--- src/rtl/wb_dmem_bridge_pkg.sv ---
// Shared types for the data-memory Wishbone bridge:
// request bundle, FSM state encoding and the default timeout read word.
package wb_dmem_bridge_pkg;

  typedef logic [31:0] addr_t;
  typedef logic [31:0] mtrans_t;

  typedef struct packed {
    addr_t      a;
    logic       we;
    logic [3:0] be;
    mtrans_t    d;
  } dmem_req_t;

  typedef enum logic [1:0] {
    IDLE = 2'd0,
    BUS  = 2'd1,
    RESP = 2'd2
  } dmem_state_t;

  localparam mtrans_t DMEM_ERR_DATA = 32'hDEAD_BEEF;

endpackage

--- src/rtl/wb_dmem_bridge_if.sv ---
// Decoupled request/response channels between the load/store unit and the
// bridge. master = load/store side, slave = bridge side.
interface wb_dmem_bridge_if;
  import wb_dmem_bridge_pkg::*;

  logic      req_valid;
  logic      req_ready;
  dmem_req_t req;

  logic      resp_valid;
  logic      resp_ready;
  mtrans_t   resp_data;

  modport master (
    output req_valid, req, resp_ready,
    input  req_ready, resp_valid, resp_data
  );

  modport slave (
    input  req_valid, req, resp_ready,
    output req_ready, resp_valid, resp_data
  );

endinterface

--- src/rtl/wb_dmem_bridge_watchdog.sv ---
// wb_watchdog: counts cycles while en_i is high, clears when low.
// Ports: clk, rst, en_i, expired_o. Only built with DMEM_TIMEOUT_EN.
`ifdef DMEM_TIMEOUT_EN
module wb_watchdog #(
  parameter int unsigned LIMIT = 255
) (
  input  logic clk,
  input  logic rst,
  input  logic en_i,
  output logic expired_o
);

  localparam int unsigned CW =
    ($clog2(LIMIT + 1) > 8) ? $clog2(LIMIT + 1) : 8;

  logic [CW-1:0] cnt_q, cnt_d;

  // Leaving BUS zeroes the count, so every BUS entry starts fresh.
  always_comb begin
    cnt_d = en_i ? cnt_q + 1'b1 : '0;
  end

  always_ff @(posedge clk) begin
    if (rst) cnt_q <= '0;
    else     cnt_q <= cnt_d;
  end

  // Fires during the LIMIT-th BUS cycle so cyc is high exactly LIMIT cycles.
  assign expired_o = en_i && (cnt_q == CW'(LIMIT - 1));

endmodule
`endif

--- src/rtl/wb_dmem_bridge.sv ---
// wb_dmem_bridge: one Wishbone classic cycle per load/store request.
// Ports: clk, rst, mem (decoupled req/resp), wb_* bus, bus_err (DMEM_TIMEOUT_EN).
module wb_dmem_bridge
  import wb_dmem_bridge_pkg::*;
#(
  parameter int unsigned TIMEOUT_CYCLES = 255,
  parameter mtrans_t     ERR_DATA       = DMEM_ERR_DATA
)
(
  input  logic                   clk,
  input  logic                   rst,
  wb_dmem_bridge_if.slave        mem,
  output logic                   wb_cyc_o,
  output logic                   wb_stb_o,
  output logic                   wb_we_o,
  output logic [31:0]            wb_adr_o,
  output logic [3:0]             wb_sel_o,
  output logic [31:0]            wb_dat_o,
  input  logic [31:0]            wb_dat_i,
`ifdef DMEM_TIMEOUT_EN
  output logic                   bus_err,
`endif
  input  logic                   wb_ack_i
);

  dmem_state_t state_q, state_d;
  dmem_req_t   req_q, req_d;
  mtrans_t     resp_q, resp_d;
  logic        in_bus;

  assign in_bus = (state_q == BUS);

`ifdef DMEM_TIMEOUT_EN
  logic err_q, err_d;
  logic wdt_exp;

  wb_watchdog #(
    .LIMIT (TIMEOUT_CYCLES)
  ) u_wdt (
    .clk       (clk),
    .rst       (rst),
    .en_i      (in_bus),
    .expired_o (wdt_exp)
  );

  assign bus_err = err_q;
`endif

  always_comb begin
    state_d = state_q;
    req_d   = req_q;
    resp_d  = resp_q;
`ifdef DMEM_TIMEOUT_EN
    err_d   = err_q;
`endif
    unique case (state_q)
      IDLE: begin
        if (mem.req_valid) begin
          req_d   = mem.req;
          state_d = BUS;
        end
      end
      BUS: begin
        // Ack wins over a same-cycle timeout.
        if (wb_ack_i) begin
          resp_d  = req_q.we ? '0 : wb_dat_i;
          state_d = RESP;
`ifdef DMEM_TIMEOUT_EN
          err_d   = 1'b0;
        end else if (wdt_exp) begin
          resp_d  = ERR_DATA;
          err_d   = 1'b1;
          state_d = RESP;
`endif
        end
      end
      RESP: begin
        if (mem.resp_ready) begin
          state_d = IDLE;
`ifdef DMEM_TIMEOUT_EN
          err_d   = 1'b0;
`endif
        end
      end
      default: state_d = IDLE;
    endcase
  end

  always_ff @(posedge clk) begin
    if (rst) begin
      state_q <= IDLE;
      req_q   <= '0;
      resp_q  <= '0;
`ifdef DMEM_TIMEOUT_EN
      err_q   <= 1'b0;
`endif
    end else begin
      state_q <= state_d;
      req_q   <= req_d;
      resp_q  <= resp_d;
`ifdef DMEM_TIMEOUT_EN
      err_q   <= err_d;
`endif
    end
  end

  // Bus outputs come only from registers; zero outside BUS.
  assign wb_cyc_o = in_bus;
  assign wb_stb_o = in_bus;
  assign wb_we_o  = in_bus && req_q.we;
  assign wb_adr_o = in_bus ? {req_q.a[31:2], 2'b00} : '0;
  assign wb_sel_o = in_bus ? req_q.be : '0;
  assign wb_dat_o = in_bus ? req_q.d : '0;

  assign mem.req_ready  = (state_q == IDLE);
  assign mem.resp_valid = (state_q == RESP);
  assign mem.resp_data  = resp_q;

endmodule
--- src/flat_wrapper.sv ---
// flat-port wrapper written by rule: the top's interface ports become plain ports
module wb_dmem_bridge_flat import wb_dmem_bridge_pkg::*;
#(
  parameter int unsigned TIMEOUT_CYCLES = 255,
  parameter mtrans_t     ERR_DATA       = DMEM_ERR_DATA
)
  (clk, rst, wb_cyc_o, wb_stb_o, wb_we_o, wb_adr_o, wb_sel_o, wb_dat_o, wb_dat_i, wb_ack_i, mem_req_valid, mem_req, mem_resp_ready, mem_req_ready, mem_resp_valid, mem_resp_data);
  wb_dmem_bridge_if mem_i ();
  input  logic clk;
  input  logic rst;
  output logic wb_cyc_o;
  output logic wb_stb_o;
  output logic wb_we_o;
  output logic [31:0] wb_adr_o;
  output logic [3:0] wb_sel_o;
  output logic [31:0] wb_dat_o;
  input  logic [31:0] wb_dat_i;
  input  logic wb_ack_i;
  input wire logic [$bits(mem_i.req_valid)-1:0] mem_req_valid;
  input wire logic [$bits(mem_i.req)-1:0] mem_req;
  input wire logic [$bits(mem_i.resp_ready)-1:0] mem_resp_ready;
  output wire logic [$bits(mem_i.req_ready)-1:0] mem_req_ready;
  output wire logic [$bits(mem_i.resp_valid)-1:0] mem_resp_valid;
  output wire logic [$bits(mem_i.resp_data)-1:0] mem_resp_data;
  assign mem_i.req_valid = mem_req_valid;
  assign mem_i.req = mem_req;
  assign mem_i.resp_ready = mem_resp_ready;
  assign mem_req_ready = mem_i.req_ready;
  assign mem_resp_valid = mem_i.resp_valid;
  assign mem_resp_data = mem_i.resp_data;
  wb_dmem_bridge #(.TIMEOUT_CYCLES(TIMEOUT_CYCLES), .ERR_DATA(ERR_DATA)) u_core (.clk(clk), .rst(rst), .mem(mem_i), .wb_cyc_o(wb_cyc_o), .wb_stb_o(wb_stb_o), .wb_we_o(wb_we_o), .wb_adr_o(wb_adr_o), .wb_sel_o(wb_sel_o), .wb_dat_o(wb_dat_o), .wb_dat_i(wb_dat_i), .wb_ack_i(wb_ack_i));
endmodule
--- config.mk ---
export PLATFORM = sky130hd
export DESIGN_NAME = wb_dmem_bridge_flat
export DESIGN_NICKNAME = d
export VERILOG_FILES = /design/src/rtl/wb_dmem_bridge_pkg.sv /design/src/rtl/wb_dmem_bridge_if.sv /design/src/rtl/wb_dmem_bridge_watchdog.sv /design/src/rtl/wb_dmem_bridge.sv /design/src/flat_wrapper.sv
export SDC_FILE = /design/constraint.sdc
export NUM_CORES = 1
export LEC_CHECK = 0
export ABC_AREA = 1
export ABC_CLOCK_PERIOD_IN_PS = 2200
export BUFFER_PORTS_ARGS = -buffer_cell sky130_fd_sc_hd__buf_2
export CAP_MARGIN = 10
export CORE_MARGIN = 5
export CORE_UTILIZATION = 43
export DETAILED_ROUTE_END_ITERATION = 8
export HOLD_SLACK_MARGIN = 0.08
export PLACE_DENSITY_LB_ADDON = 0.15
export SLEW_MARGIN = 10
export SYNTH_ARGS = -nofsm -noshare
export SYNTH_HDL_FRONTEND = slang
export SYNTH_SLANG_ARGS = --single-unit
--- constraint.sdc ---
create_clock -name clk -period 2.2 [get_ports clk]
set_input_delay 0.22 -clock clk [delete_from_list [all_inputs] [get_ports clk]]
set_output_delay 0.22 -clock clk [all_outputs]
set_load 0.02 [all_outputs]
# Word-level counts from Yosys, hierarchy flattened
# Index checks and enable logic that the tools add are counted.
[totals]
reg_bits = 103
in_bits = 106
out_inout_bits = 105
word_cells = 24
[op_classes]
eq_ne = 5
mux = 8
reduce_logical = 5
[op_table]
columns = ["cell", "n"]
rows = [
  ["two-way mux 32 bit", 3],
  ["two-way mux 2 bit", 3],
  ["inequality test 2 bit, second input constant", 3],
  ["one-hot mux 2 bit (3 select lines)", 1],
  ["two-way mux 4 bit", 1],
  ["AND reduction 2 bit", 2],
  ["AND reduction 3 bit", 1],
  ["equality test 2 x 1 -> 1 bit, second input constant", 1],
  ["equality test 2 bit, second input constant", 1],
  ["logical NOT 2 bit", 1],
  ["logical AND 1 bit", 1],
]

# Longest topological paths before layout
[depth]
word_depth = 3
mapped_depth = 7
depth_no_buf = 5

# Worst setup path before layout
# OpenSTA, ideal clock, no wires.
[synth_timing]
kind = "reg2out"
start = "reg u_core.state_q[0]"
end = "out wb_adr_o[10]"
arrival_time_ps = 1171
required_time_ps = 1980
path_slack_ps = 809
path_stages_with_launch = 7
n_path_buf = 2
cell_sequence = "dfxtp_1 inv_2 nor2_4 inv_2 buf_2 buf_6 nor2_2"
[synth_via]
elab_chain_cells = 2
[synth_lines]
columns = ["item", "line_no", "source"]
rows = [
  ["start: declaration", "wb_dmem_bridge.sv:26", "dmem_state_t state_q, state_d;"],
  ["start signal: assignment", "wb_dmem_bridge.sv:98", "state_q <= state_d;"],
  ["equality test 2 x 1 -> 1 bit", "wb_dmem_bridge.sv:31", "assign in_bus = (state_q == BUS);"],
  ["two-way mux 32 bit", "wb_dmem_bridge.sv:111", "assign wb_adr_o = in_bus ? {req_q.a[31:2], 2'b00} : '0;"],
  ["end: declaration", "flat_wrapper.sv:14", "output logic [31:0] wb_adr_o;"],
]
# No other way between the ends.

# Worst setup path after layout
[layout_timing]
start = "reg u_core.state_q[1]"
end = "out wb_adr_o[7]"
# Same word-level chain as after synthesis.

==> key figures <==
Synth
  • Distinct cells, synth: 16
  • Yosys top cell area share: between 30% and 40%
  • Ys Warns: 0
  • Synth Area per Inst: 6.05 sq um
  • Cell Area, Synth: 5110 sq um
  • Post-synthesis sequential area ratio: 39.6%
  • Leading area contributor after synthesis: dfxtp_1
  • #FFs+latches synth: between 100 and 150
  • Synth area leaders: dfxtp_1, nor2_1, inv_1
  • Cells after Synth: 845

Place
  • Dpl cell area: slightly above 6000 sq um
  • Place WS: 0.557 ns
  • Placer Congestion: between 0.7 and 0.8
  • DP HPWL: 9190 um
  • Port Buffers: 206

Run
  • Number of max-cap violations: 0

Route
  • Metal1 wirelength: ~5700 um
  • DR WL met2: 6110 um
  • Initial drt markers: 327
  • Met3 wire len: roughly 1200 um
  • Vias per Instance: 4.39
  • Detail Route Antenna Nets: 0
  • DR pass1 iterations: 5
  • DR vias: 5136
  • Routed WL per cell: 11.3 um
  • Post-Route WL: about 13000 um
  • DRC errors left: 0
  • Max Used Layer: met4

Global routing
  • Total GRT Usage: 18.7%
  • First-pass GRT wire length: about 22000 um
  • Largest net degree at the start of global routing: 50
  • Overflow after GRT: 0
  • Number of global-route vias before repair: 4680
  • Number of antenna violations at the first check in global routing: 0

Cells and area
  • Share of cells above drive strength 1: 26.5%
  • Storage cell area: 2020 sq um
  • Fin area: around 6500 sq um
  • P&R area growth vs syn: 27.3%
  • # fillers: 1282
  • Multi-input gate area: approximately 2100 sq um
  • Final Net Count: 1127
  • Antenna Diode Count: 0

Worst setup path
  • Critical Path RT: 1.98 ns
  • Setup crit start kind: flip-flop
  • Crit path DAT: 1.75 ns
  • Worst R2R Start: u_core.state_q[1]$_SDFFE_PP0P_
  • CP Max Fanout: 20
  • Critical path class: flip-flop to output port
  • Worst Reg2Reg Path Length in Cells: 5
  • Setup crit end kind: output port
  • R2r endpoint: u_core.req_q[67]$_SDFFE_PP0P_
  • Reg2reg setup slack: between 0.9 and 1 ns

Min path
  • Min-Delay Endpoint: u_core.state_q[1]$_SDFFE_PP0P_
  • Hold path start: mem_resp_ready
  • HP Class: primary input to flip-flop
  • Worst Hold Depth: 4

Timing
  • Final worst slack: 0.227 ns
  • Final setup violation count: 0
  • Tcrit/Tclk final: 89.7%
  • RSZ-0062 raised after global routing: no
  • Final min period: about 2.0 ns
  • Total negative slack: 0 ns
  • Final Hold Fails: 0
  • Fin. max-slew vios: 0
  • Fmax: 507 MHz
  • Clock Skew: 0.00597 ns

Power
  • Total chip power: 4710 uW
  • Leak: 0.00378 uW
  • PD cells: 724 nW/um^2
  • Worst vdd ir: roughly 0.36 mV

Die
  • Core Box Area: 11500 sq um
  • Cell Rows: 39
  • Die height: 119 um
  • Initial Util: 44.4%
  • Die Width: 119 um
  • Die area: 14200 sq um
  • Ports: 211

Clock network
  • CTS tree: built
  • Total number of H-tree levels: 3
  • Clock Tree Buf Depth: 2
  • Root Buffer: clkbuf_16
  • Post-CTS Hold Fix Bufs: 0
  • Num CTS Buffers: 9
  • Clk_lat worst skew: between 0.3 and 0.4 ns
  • CTS sink cnt: 101
  • Post-CTS Resized: 0
  • CTS clk-pin slew, worst paths: 0.07 ns
  • Postcts setup bufs: 0

Run status
  • Outcome: completed
-- where the power goes --
part	leakage [uW]	internal [uW]	total (uW)	switching, uW
Combinational	0.00279	345	952	607
Clock	0.000158	1030	1700	675
Sequential	0.000834	1980	2060	74.9
Total	0.00378	3350	4710	1360
-- kinds of logic after synthesis --
kind of cell / after synthesis / synth area share (%)
buf+inv: 239 / 19.1
compound gates: 2 / 0.196
other cells: 1 / 0.0734
flops: 101 / 39.6
simple gates: 502 / 41.1
-- area by class of cell --
| class | count | area share, % |
|---|---|---|
| inverter | 183 | 10.6 |
| clock inverter | 6 | 1.33 |
| sequential | 101 | 31.1 |
| timing repair buffer | 220 | 18.0 |
| clock buffer | 10 | 3.67 |
| multi-input combinational | 506 | 32.5 |
| tap | 143 | 2.75 |
-- placed cells by master, fill, tap and decap left out, drive strengths merged, types with 4 or more instances in the layout --
cell    count
nand3     100
clkbuf     10
buf       220
nor2      236
dfxtp     101
clkinv      4
nand2     166
inv       182
-- how the worst max path moves through the flow --
stage,start,end,slack [ns]
CTS,u_core.state_q[1]$_SDFFE_PP0P_,wb_adr_o[7],0.17
detailed placement,u_core.state_q[1]$_SDFFE_PP0P_,wb_adr_o[7],0.56
global route,u_core.state_q[1]$_SDFFE_PP0P_,wb_adr_o[7],0.1
finish,u_core.state_q[1]$_SDFFE_PP0P_,wb_adr_o[7],0.23
floorplan,u_core.state_q[0]$_SDFFE_PP0P_,wb_adr_o[10],0.81
global placement,u_core.state_q[1]$_SDFFE_PP0P_,wb_adr_o[7],0.57
-- metal layers --
layer  global-route usage [%]  up-vias
met5                        0        -
met4                     6.81        0
li1                         -     2755
met1                     22.5     2221
met3                     5.83       12
met2                     31.3      148
-- state kept, by name, indices dropped and copies added, names as in the netlist --
name	count
u_core.req_q	67
u_core.mem.resp_data	32
u_core.state_q	2
-- worst max-delay path, stage by stage, from the launching register on --
cell     delay, ns
dfxtp_1       0.44
nor2_4        0.06
inv_2         0.34
buf_4         0.36
nor2_2        0.04
buf_2         0.16
-- synth_stat cells --
cell type	instances
a21oi_1	2
inv_1	179
nor2_1	204
buf_6	3
conb_1	1
nor2_2	30
clkinv_2	1
nand2_1	166
inv_2	3
nor2_4	2
dfxtp_1	101
clkbuf_1	21
buf_2	18
nand3_1	100
buf_4	8
buf_1	6
-- stage by stage --
stage | hold slack, ns | utilization [%] | std cells
2_1_floorplan | 0.388 | - | 846
3_3_place_gp | 0.450 | 53.7 | 1153
3_5_place_dp | 0.456 | 53.7 | 1153
4_1_cts | 0.118 | 56.5 | 1169
5_1_grt | 0.152 | 56.5 | 1169
6_report | 0.132 | 56.5 | 1169
Note: power is estimated with default switching activity, not from simulation.
